## src/rtl/pipe_ctrl_if.sv

```systemverilog
// Hazard/flush control bundle between the pipeline walls and pipe_ctrl.
// master drives stage status, slave (pipe_ctrl) returns wall controls.
interface pipe_ctrl_if;
   logic [4:0] iID_ra_addr;
   logic [4:0] iID_rb_addr;
   logic       iID_use_ra;
   logic       iID_use_rb;
   logic       iEX_do_dm_read;
   logic [4:0] iEX_write_reg_addr;
   logic       iEX_branch_taken;
   logic       iDRAIN_req;
   logic       do_flush_REG1;
   logic       do_flush_REG2;
   logic       do_flush_REG3;
   logic       do_flush_REG4;
   logic       do_hazard;
   logic       oPC_hold;
   logic       oDRAIN_ack;

   modport master (
      output iID_ra_addr, iID_rb_addr, iID_use_ra, iID_use_rb,
      output iEX_do_dm_read, iEX_write_reg_addr, iEX_branch_taken,
      output iDRAIN_req,
      input  do_flush_REG1, do_flush_REG2, do_flush_REG3,
      input  do_flush_REG4, do_hazard, oPC_hold, oDRAIN_ack
   );

   modport slave (
      input  iID_ra_addr, iID_rb_addr, iID_use_ra, iID_use_rb,
      input  iEX_do_dm_read, iEX_write_reg_addr, iEX_branch_taken,
      input  iDRAIN_req,
      output do_flush_REG1, do_flush_REG2, do_flush_REG3,
      output do_flush_REG4, do_hazard, oPC_hold, oDRAIN_ack
   );
endinterface

```

## src/rtl/pipe_ctrl.sv

```systemverilog
// Pipeline hazard/flush controller: reset scrub, load-use, branch, drain/halt.
// Optional PIPE_CTRL_STATS_EN adds saturating stall/flush counters.
module pipe_ctrl #(
   parameter int RST_FLUSH_CYCLES = 4,
   parameter int DRAIN_CYCLES     = 4
) (
   input  logic        clock,
   input  logic        reset,
`ifdef PIPE_CTRL_STATS_EN
   output logic [15:0] oSTAT_stall_cnt,
   output logic [15:0] oSTAT_flush_cnt,
`endif
   pipe_ctrl_if.slave  bus
);

   typedef enum logic [1:0] {INIT, RUN, DRAIN, HALTED} state_t;

   localparam logic [3:0] RF_LAST = 4'(RST_FLUSH_CYCLES - 1);
   localparam logic [3:0] DR_LAST = 4'(DRAIN_CYCLES - 1);

   state_t     state, nxt;
   logic [3:0] cnt, cnt_nxt;
   logic       load_use;
   logic       br;

   assign br = bus.iEX_branch_taken;

   assign load_use = bus.iEX_do_dm_read &
      ((bus.iID_use_ra & (bus.iID_ra_addr == bus.iEX_write_reg_addr)) |
       (bus.iID_use_rb & (bus.iID_rb_addr == bus.iEX_write_reg_addr)));

   always_ff @(posedge clock or posedge reset) begin
      if (reset) begin
         state <= INIT;
         cnt   <= '0;
      end else begin
         state <= nxt;
         cnt   <= cnt_nxt;
      end
   end

   always_comb begin
      nxt               = state;
      cnt_nxt           = cnt;
      bus.do_flush_REG1 = 1'b0;
      bus.do_flush_REG2 = 1'b0;
      bus.do_flush_REG3 = 1'b0;
      bus.do_flush_REG4 = 1'b0;
      bus.do_hazard     = 1'b0;
      bus.oPC_hold      = 1'b0;
      bus.oDRAIN_ack    = 1'b0;
      unique case (state)
         INIT: begin
            bus.do_flush_REG1 = 1'b1;
            bus.do_flush_REG2 = 1'b1;
            bus.do_flush_REG3 = 1'b1;
            bus.do_flush_REG4 = 1'b1;
            bus.oPC_hold      = 1'b1;
            cnt_nxt           = cnt + 4'd1;
            if (cnt == RF_LAST) begin
               nxt     = RUN;
               cnt_nxt = '0;
            end
         end
         RUN: begin
            // A taken branch squashes the dependent instruction anyway.
            if (br) begin
               bus.do_flush_REG1 = 1'b1;
               bus.do_flush_REG2 = 1'b1;
            end else if (load_use) begin
               bus.do_hazard = 1'b1;
               bus.oPC_hold  = 1'b1;
            end
            if (bus.iDRAIN_req) begin
               nxt     = DRAIN;
               cnt_nxt = '0;
            end
         end
         DRAIN: begin
            bus.do_flush_REG1 = 1'b1;
            bus.do_flush_REG2 = br;
            bus.do_hazard     = load_use;
            bus.oPC_hold      = 1'b1;
            cnt_nxt           = cnt + 4'd1;
            if (cnt == DR_LAST) begin
               nxt     = HALTED;
               cnt_nxt = '0;
            end
         end
         HALTED: begin
            bus.do_flush_REG1 = 1'b1;
            bus.do_flush_REG2 = 1'b1;
            bus.oPC_hold      = 1'b1;
            bus.oDRAIN_ack    = 1'b1;
            if (!bus.iDRAIN_req) begin
               nxt     = RUN;
               cnt_nxt = '0;
            end
         end
         default: begin
            nxt     = INIT;
            cnt_nxt = '0;
         end
      endcase
   end

`ifdef PIPE_CTRL_STATS_EN
   logic br_flush;

   assign br_flush = br & ((state == RUN) | (state == DRAIN));

   always_ff @(posedge clock or posedge reset) begin
      if (reset) begin
         oSTAT_stall_cnt <= '0;
         oSTAT_flush_cnt <= '0;
      end else begin
         if (bus.do_hazard && oSTAT_stall_cnt != 16'hFFFF)
            oSTAT_stall_cnt <= oSTAT_stall_cnt + 16'd1;
         if (br_flush && oSTAT_flush_cnt != 16'hFFFF)
            oSTAT_flush_cnt <= oSTAT_flush_cnt + 16'd1;
      end
   end
`endif

endmodule

```

## src/flat_wrapper.sv

```systemverilog
// flat-port wrapper written by rule: the top's interface ports become plain ports
module pipe_ctrl_flat 
#(
   parameter int RST_FLUSH_CYCLES = 4,
   parameter int DRAIN_CYCLES     = 4
)
  (clock, reset, bus_iID_ra_addr, bus_iID_rb_addr, bus_iID_use_ra, bus_iID_use_rb, bus_iEX_do_dm_read, bus_iEX_write_reg_addr, bus_iEX_branch_taken, bus_iDRAIN_req, bus_do_flush_REG1, bus_do_flush_REG2, bus_do_flush_REG3, bus_do_flush_REG4, bus_do_hazard, bus_oPC_hold, bus_oDRAIN_ack);
  pipe_ctrl_if bus_i ();
  input  logic clock;
  input  logic reset;
  input wire logic [$bits(bus_i.iID_ra_addr)-1:0] bus_iID_ra_addr;
  input wire logic [$bits(bus_i.iID_rb_addr)-1:0] bus_iID_rb_addr;
  input wire logic [$bits(bus_i.iID_use_ra)-1:0] bus_iID_use_ra;
  input wire logic [$bits(bus_i.iID_use_rb)-1:0] bus_iID_use_rb;
  input wire logic [$bits(bus_i.iEX_do_dm_read)-1:0] bus_iEX_do_dm_read;
  input wire logic [$bits(bus_i.iEX_write_reg_addr)-1:0] bus_iEX_write_reg_addr;
  input wire logic [$bits(bus_i.iEX_branch_taken)-1:0] bus_iEX_branch_taken;
  input wire logic [$bits(bus_i.iDRAIN_req)-1:0] bus_iDRAIN_req;
  output wire logic [$bits(bus_i.do_flush_REG1)-1:0] bus_do_flush_REG1;
  output wire logic [$bits(bus_i.do_flush_REG2)-1:0] bus_do_flush_REG2;
  output wire logic [$bits(bus_i.do_flush_REG3)-1:0] bus_do_flush_REG3;
  output wire logic [$bits(bus_i.do_flush_REG4)-1:0] bus_do_flush_REG4;
  output wire logic [$bits(bus_i.do_hazard)-1:0] bus_do_hazard;
  output wire logic [$bits(bus_i.oPC_hold)-1:0] bus_oPC_hold;
  output wire logic [$bits(bus_i.oDRAIN_ack)-1:0] bus_oDRAIN_ack;
  assign bus_i.iID_ra_addr = bus_iID_ra_addr;
  assign bus_i.iID_rb_addr = bus_iID_rb_addr;
  assign bus_i.iID_use_ra = bus_iID_use_ra;
  assign bus_i.iID_use_rb = bus_iID_use_rb;
  assign bus_i.iEX_do_dm_read = bus_iEX_do_dm_read;
  assign bus_i.iEX_write_reg_addr = bus_iEX_write_reg_addr;
  assign bus_i.iEX_branch_taken = bus_iEX_branch_taken;
  assign bus_i.iDRAIN_req = bus_iDRAIN_req;
  assign bus_do_flush_REG1 = bus_i.do_flush_REG1;
  assign bus_do_flush_REG2 = bus_i.do_flush_REG2;
  assign bus_do_flush_REG3 = bus_i.do_flush_REG3;
  assign bus_do_flush_REG4 = bus_i.do_flush_REG4;
  assign bus_do_hazard = bus_i.do_hazard;
  assign bus_oPC_hold = bus_i.oPC_hold;
  assign bus_oDRAIN_ack = bus_i.oDRAIN_ack;
  pipe_ctrl #(.RST_FLUSH_CYCLES(RST_FLUSH_CYCLES), .DRAIN_CYCLES(DRAIN_CYCLES)) u_core (.clock(clock), .reset(reset), .bus(bus_i));
endmodule
```

## config.mk

```make
export PLATFORM = sky130hd
export DESIGN_NAME = pipe_ctrl_flat
export DESIGN_NICKNAME = d
export VERILOG_FILES = /design/src/rtl/pipe_ctrl_if.sv /design/src/rtl/pipe_ctrl.sv /design/src/flat_wrapper.sv
export SDC_FILE = /design/constraint.sdc
export NUM_CORES = 1
export LEC_CHECK = 0
export BUFFER_PORTS_ARGS = -buffer_cell sky130_fd_sc_hd__buf_4
export CAP_MARGIN = 20
export CORE_MARGIN = 2
export CORE_UTILIZATION = 28
export DETAILED_ROUTE_END_ITERATION = 8
export PLACE_DENSITY_LB_ADDON = 0.08
export SYNTH_ARGS = -nofsm -noshare
export SYNTH_HDL_FRONTEND = slang
export SYNTH_SLANG_ARGS = --single-unit
export TNS_END_PERCENT = 10
```

## constraint.sdc

```tcl
create_clock -name clock -period 1.35 [get_ports clock]
set_input_delay 0.27 -clock clock [delete_from_list [all_inputs] [get_ports clock]]
set_output_delay 0.27 -clock clock [all_outputs]
set_load 0.01 [all_outputs]
```

==> flow_summary.yaml, run 1 <==
die:
  row_count: 15
  core_area_sq_um: 1760
  die-area_sq_um: 2290
  pin_count: 29
  die_y_um: 47.9
  initial_core_util_pct: 30.6
  die_x_um: 47.9
run_status:
  status: "finished, violations left"
  violations: "negative setup slack"
synthesis:
  synth_compound_area_share_pct: 11.8
  syn_nets: 87
  synth_xor_area_share_pct: 16.2
  synth_mux_area_share_pct: 8.58
  ys_seq_area_share_pct: 27.8
  ys.flop_type: "dfrtp_1"
  syn_area_per_cell_sq_um: 9.14
  ys_warn_count: 0
  syn_inst: 59
  netlist_area_sq_um: 539
  synth_edf_count: 0
  synthArstFlopShare_pct: 100
  synth_seq_cells: 6
  synth_fa_ha_area_share_pct: 13.9
  synth_top_family_by_area: "simple AND/OR/NAND/NOR gates"
  synthSimpleGateAreaFrac_pct: 17.4
  yosysUniqueCellTypes: 24
power:
  power_density_nw_per_um2: 1660
  power_switching_uw: 601
  comb_power_share_pct: 73.2
  seq_power_share_pct: 17.4
  ir_drop_mv: 0.644
  p_leak_uw: 0.000474
  intPower_uw: 1020
  clkPwrFrac_pct: 9.5
  swShare_pct: 37.1
sta:
  finalMaxSlewViolations: 0
  max_freq_mhz: 620
  hold_viol: 0
  fin_tns_setup_ns: -1.42
  fin_crit_sh_pct: 119
  fin_skew_ns: 0.00163
  rsz0062_at_grt: "yes"
  finalWorstPathRequiredPeriod_ns: 1.61
  slew_headroom_pct: 82.7
  worst_pin_slew_ns: 0.259
  setup_viol: 13
  fin_ws_ns: -0.262
worst_setup_path:
  worst_ep_arrival_time_ns: 1.34
  r2r_cells: 5
  crit_fanout: 3
  worst_ep_required_time_ns: 1.08
  critPathLaunchType: "register"
  endpoint_kind: "output port"
  critPathLaunch: "u_core.state[1]$_DFFE_PP0P_"
  critPathKind: "register to output port"
  r2r-start: "u_core.state[0]$_DFFE_PP0P_"
detailed_routing:
  vias: 548
  drcViolationCount: 0
  ant_nets: 0
  dr.pass1.iters: 4
  wirelength_um: 1270
  vias_per_cell: 4.28
  wl_per_cell_um: 9.95
  drtIter0Drc: 4
cells_and_area:
  area_delta_synth_final_pct: 81.2
  final_cells: 128
  fin_util_pct: 55.4
  final_area_sq_um: 977
  regArea_sq_um: 150
  multi_input_area_sq_um: 422
  layout_commonest_cell: "buf_4"
  drive_gt1_share_pct: 60.2
  mostFrequentLayoutCells: "buf_4 (36), nand2_1 (8), xor2_1 (8)"
  nFillCells: 180
  finalNetCount: 133
  diodes: 0
clock_tree:
  ctsHtreeMaxLevel: 1
  clkTransAtPathRegs_ns: 0.04
  cts-root-buf: "clkbuf_4"
  clock_latency_ns: 0.23
  cts-buffers-inserted: 3
  cts_buffer_depth: 2
  cts_sinks: 6
  cts_tree: "built"
worst_hold_path:
  worstHoldStart: "bus_iDRAIN_req"
  hold_class: "input pin to register"
  holdPathStages: 4
placed_design:
  dp_cells: 122
  hpwlAfterDp_um: 1120
  io_buffer_count: 28
  gp_congestion: 0.706
  place_area_sq_um: 880
global_routing:
  grt_pass1_vias: 541
  track_usage_pct: 12.7
  grt_pass1_wl_um: 2080
  gr-total-overflow: 0
  grt_max_degree: 7
  antenna_found_initial: 0
job:
  maxCapViolCount: 0
==> critical path, cell delays in order, from the launching register on <==
cell	delay [ns]
dfrtp_1	0.40
inv_2	0.08
ha_2	0.19
buf_4	0.11
a21oi_2	0.05
nor3_2	0.14
buf_4	0.14
==> state kept, by name (all words and copies together), names as in the netlist <==
register / flops
u_core.state: 2
u_core.cnt: 4
==> Yosys cell counts (all sizes together) (2+ instances only) <==
cell type	n	area (sq um)
dfrtp	6	150
o21ai	7	35.0
mux2i	2	20.0
ha	6	75.1
nor4	2	18.8
mux2	2	26.3
xor2	8	70.1
nand2	8	30.0
inv	4	15.0
xnor2	2	17.5
nand2b	2	12.5
==> final timing paths <==
kind                                                to  slack [ns]
min in group asynchronous    u_core.cnt[3]$_DFFE_PP0P_        0.50
min                        u_core.state[1]$_DFFE_PP0P_        0.49
max in group asynchronous    u_core.cnt[1]$_DFFE_PP0P_        0.66
min reg2reg                  u_core.cnt[2]$_DFFE_PP0P_        0.50
max reg2reg                  u_core.cnt[3]$_DFFE_PP0P_       -0.12
max                                      bus_do_hazard       -0.26
==> per-stage QoR <==
| stage | hold slack [ns] | power [uW] | setup WS (ns) |
|---|---|---|---|
| after floorplan | 0.0610 | 836 | -0.0154 |
| after global placement | 0.199 | 1300 | -0.228 |
| after detailed placement | 0.204 | 1310 | -0.240 |
| after CTS | 0.479 | 1640 | -0.280 |
| after global routing | 0.519 | 1780 | -0.353 |
| final | 0.485 | 1620 | -0.262 |
==> cell type report <==
type,count,share of cell area [%]
well taps,25,3.20
multi-input cells,48,43.1
clock buffers,3,2.30
repair buffers,42,34.4
inverters,4,1.54
flip-flops and latches,6,15.4
==> cells by family after synthesis <==
| logic type | Yosys count |
|---|---|
| buffers and inverters | 5 |
| adders and majority gates | 6 |
| muxes | 4 |
| AOI/OAI and AO/OA | 11 |
| and+or+nand+nor | 17 |
| xor gates and xnor gates | 10 |
| DFF | 6 |
==> layer usage <==
layer / up-vias / part of all wire (%) / routed length (um) / global-route usage (%)
li1: 292 / - / - / -
met1: 236 / 44 / 558 / 16.1
met2: 20 / 50 / 638 / 21.3
met3: 0 / 6.1 / 78 / 2.26
met4: 0 / 0 / 0 / 4.86
met5: - / 0 / 0 / 0
==> power by group through the flow <==
stage | combinational (uW) | sequential, uW | clock [uW]
2_1_floorplan | 558 | 278 | 0
3_3_place_gp | 1010 | 289 | 0
3_5_place_dp | 1020 | 289 | 0
4_1_cts | 1190 | 280 | 163
5_1_grt | 1320 | 289 | 172
6_report | 1190 | 281 | 154
==> what timing repair did <==
item	in CTS	in global routing
hold endpoints to repair	6	0
pin swaps	2	0
hold buffers	1	0
buffers inserted	2	0
endpoints found under the setup margin	12	13
resized for setup	14	2
Power figures use the tool's default switching activity.
==> run 2: changes to the inputs <==
- CORE_UTILIZATION: 28 -> 38
==> run 2 against run 1 <==
Compared with the run above:
- the run still ends with negative setup slack left
- via count up 0.73%
- design area decreased by 3.6%
- routed wire length is 4.9% higher
- critical path depth unchanged
- largest power group unchanged
==> flow_summary.yaml, run 2 (same netlist as run 1, synthesis figures left out) <==
die:
  die-area_sq_um: 1740
  row_count: 13
  initial_core_util_pct: 40.9
  pin_count: 29
  die_y_um: 41.7
  core_area_sq_um: 1320
  die_x_um: 41.7
global_routing:
  grt_pass1_vias: 550
  grt_pass1_wl_um: 2200
  track_usage_pct: 16.3
  grt_max_degree: 7
  gr-total-overflow: 0
  antenna_found_initial: 0
cells_and_area:
  nFillCells: 118
  top_regs: "u_core.cnt (4), u_core.state (2)"
  diodes: 0
  mostFrequentLayoutCells: "buf_4 (33), nand2_1 (8), xor2_1 (8)"
  drive_gt1_share_pct: 59.0
  area_delta_synth_final_pct: 74.7
  largest_reg_flops: 4
  regMostFlops: "u_core.cnt"
  finalNetCount: 130
  layout_commonest_cell: "buf_4"
sta:
  fin_ws_ns: -0.264
  fin_crit_sh_pct: 120
  worst_pin_slew_ns: 0.208
  setup_viol: 13
  slew_headroom_pct: 85.7
  finalMaxSlewViolations: 0
  fin_skew_ns: 0.000612
  max_freq_mhz: 620
  finalWorstPathRequiredPeriod_ns: 1.61
  fin_tns_setup_ns: -1.67
  rsz0062_at_grt: "yes"
  hold_viol: 0
worst_setup_path:
  worst_ep_required_time_ns: 1.08
  endpoint_kind: "output port"
  r2r-start: "u_core.state[0]$_DFFE_PP0P_"
  critPathLaunchType: "register"
  critPathKind: "register to output port"
  crit_chain: "inv_2 > buf_6 > ha_4 > nand2_1 > nor3_2 > buf_4"
  slowest_delay_ns: 0.38
  cpMaxStageDelayCell: "dfrtp_1"
  worst_ep_arrival_time_ns: 1.34
  crit_fanout: 3
  critPathLaunch: "u_core.state[1]$_DFFE_PP0P_"
  r2r_cells: 5
  rrSetupSlack_ns: -0.15
  r2r_end: "u_core.cnt[3]$_DFFE_PP0P_"
power:
  total_power_uw: 1620
  intPower_uw: 1000
  power_switching_uw: 619
  clkPwrFrac_pct: 9.4
  p_leak_uw: 0.000459
  power_density_nw_per_um2: 1720
  ir_drop_mv: 0.990
  comb_power_share_pct: 73.0
  swShare_pct: 38.2
  seq_power_share_pct: 17.6
placed_design:
  io_buffer_count: 28
  hpwlAfterDp_um: 1110
  gp_congestion: 0.742
  dp_slack_ns: -0.255
run_status:
  status: "finished, violations left"
  violations: "negative setup slack"
clock_tree:
  clkTransAtPathRegs_ns: 0.04
  cts_buffer_depth: 2
  cts_tree: "built"
  cts_sinks: 6
  clock_latency_ns: 0.23
  cts-buffers-inserted: 3
  cts-root-buf: "clkbuf_4"
  ctsHtreeMaxLevel: 1
job:
  maxCapViolCount: 0
detailed_routing:
  wirelength_um: 1340
  dr.pass1.iters: 3
  wl_per_cell_um: 11.6
  ant_nets: 0
  drtIter0Drc: 4
  vias_per_cell: 4.80
  vias: 552
  drcViolationCount: 0
worst_hold_path:
  hold_class: "input pin to asynchronous set/reset pin"
==> run 2: critical path, delay by kind of cell (launching register included) <==
family	cells	cell delay, ns
buffers and inverters	3	0.32
DFF	1	0.38
and+or+nand+nor	2	0.15
adders and majority gates	1	0.27
==> run 2: per-layer routing <==
layer / track usage [%] / share of wire (%) / vias to the layer above
met1: 19.8 / 44 / 253
met2: 29.7 / 52 / 15
met5: 0 / 0 / -
li1: - / - / 284
met4: 3.87 / 0 / 0
met3: 2.61 / 3.4 / 0
==> run 2: power by group through the flow <==
stage	clock network, uW	logic [uW]	registers [uW]
3_5_place_dp	0	984	294
3_3_place_gp	0	978	289
2_1_floorplan	0	558	278
5_1_grt	168	1300	290
6_report	152	1180	286
4_1_cts	161	1160	284
==> run 2: area by class of cell <==
class / count / area (sq um) / share of cell area [%]
well taps: 15 / 18.8 / 1.99
inverters: 4 / 15.0 / 1.59
flip-flops and latches: 6 / 150 / 15.9
repair buffers: 39 / 314 / 33.3
clock buffers: 3 / 22.5 / 2.39
multi-input cells: 48 / 422 / 44.8
==> run 2: worst max-delay path by stage <==
stage	end	slack, ns	depth (start not counted)
2_1_floorplan	u_core.cnt[0]$_DFFE_PP0P_	-0.02	5
3_3_place_gp	bus_do_hazard	-0.23	6
3_5_place_dp	bus_do_hazard	-0.25	6
4_1_cts	bus_do_hazard	-0.27	5
5_1_grt	bus_do_hazard	-0.33	6
6_report	bus_do_hazard	-0.26	6
==> run 2: per-stage QoR <==
stage	hold WS (ns)	instance area, sq um	utilization [%]	std cells
after floorplan	0.0610	563	-	59
after detailed placement	0.196	845	64.1	109
final	0.498	942	71.5	115
after global placement	0.197	845	64.1	109
after CTS	0.499	930	70.6	115
after global routing	0.525	942	71.5	115
==> run 2: repair_timing <==
item	CTS	global route
buffers inserted	2	0
resized for setup	13	3
pin swaps	0	2
hold buffers	1	0
endpoints found under the hold margin	6	0
endpoints found under the setup margin	12	13
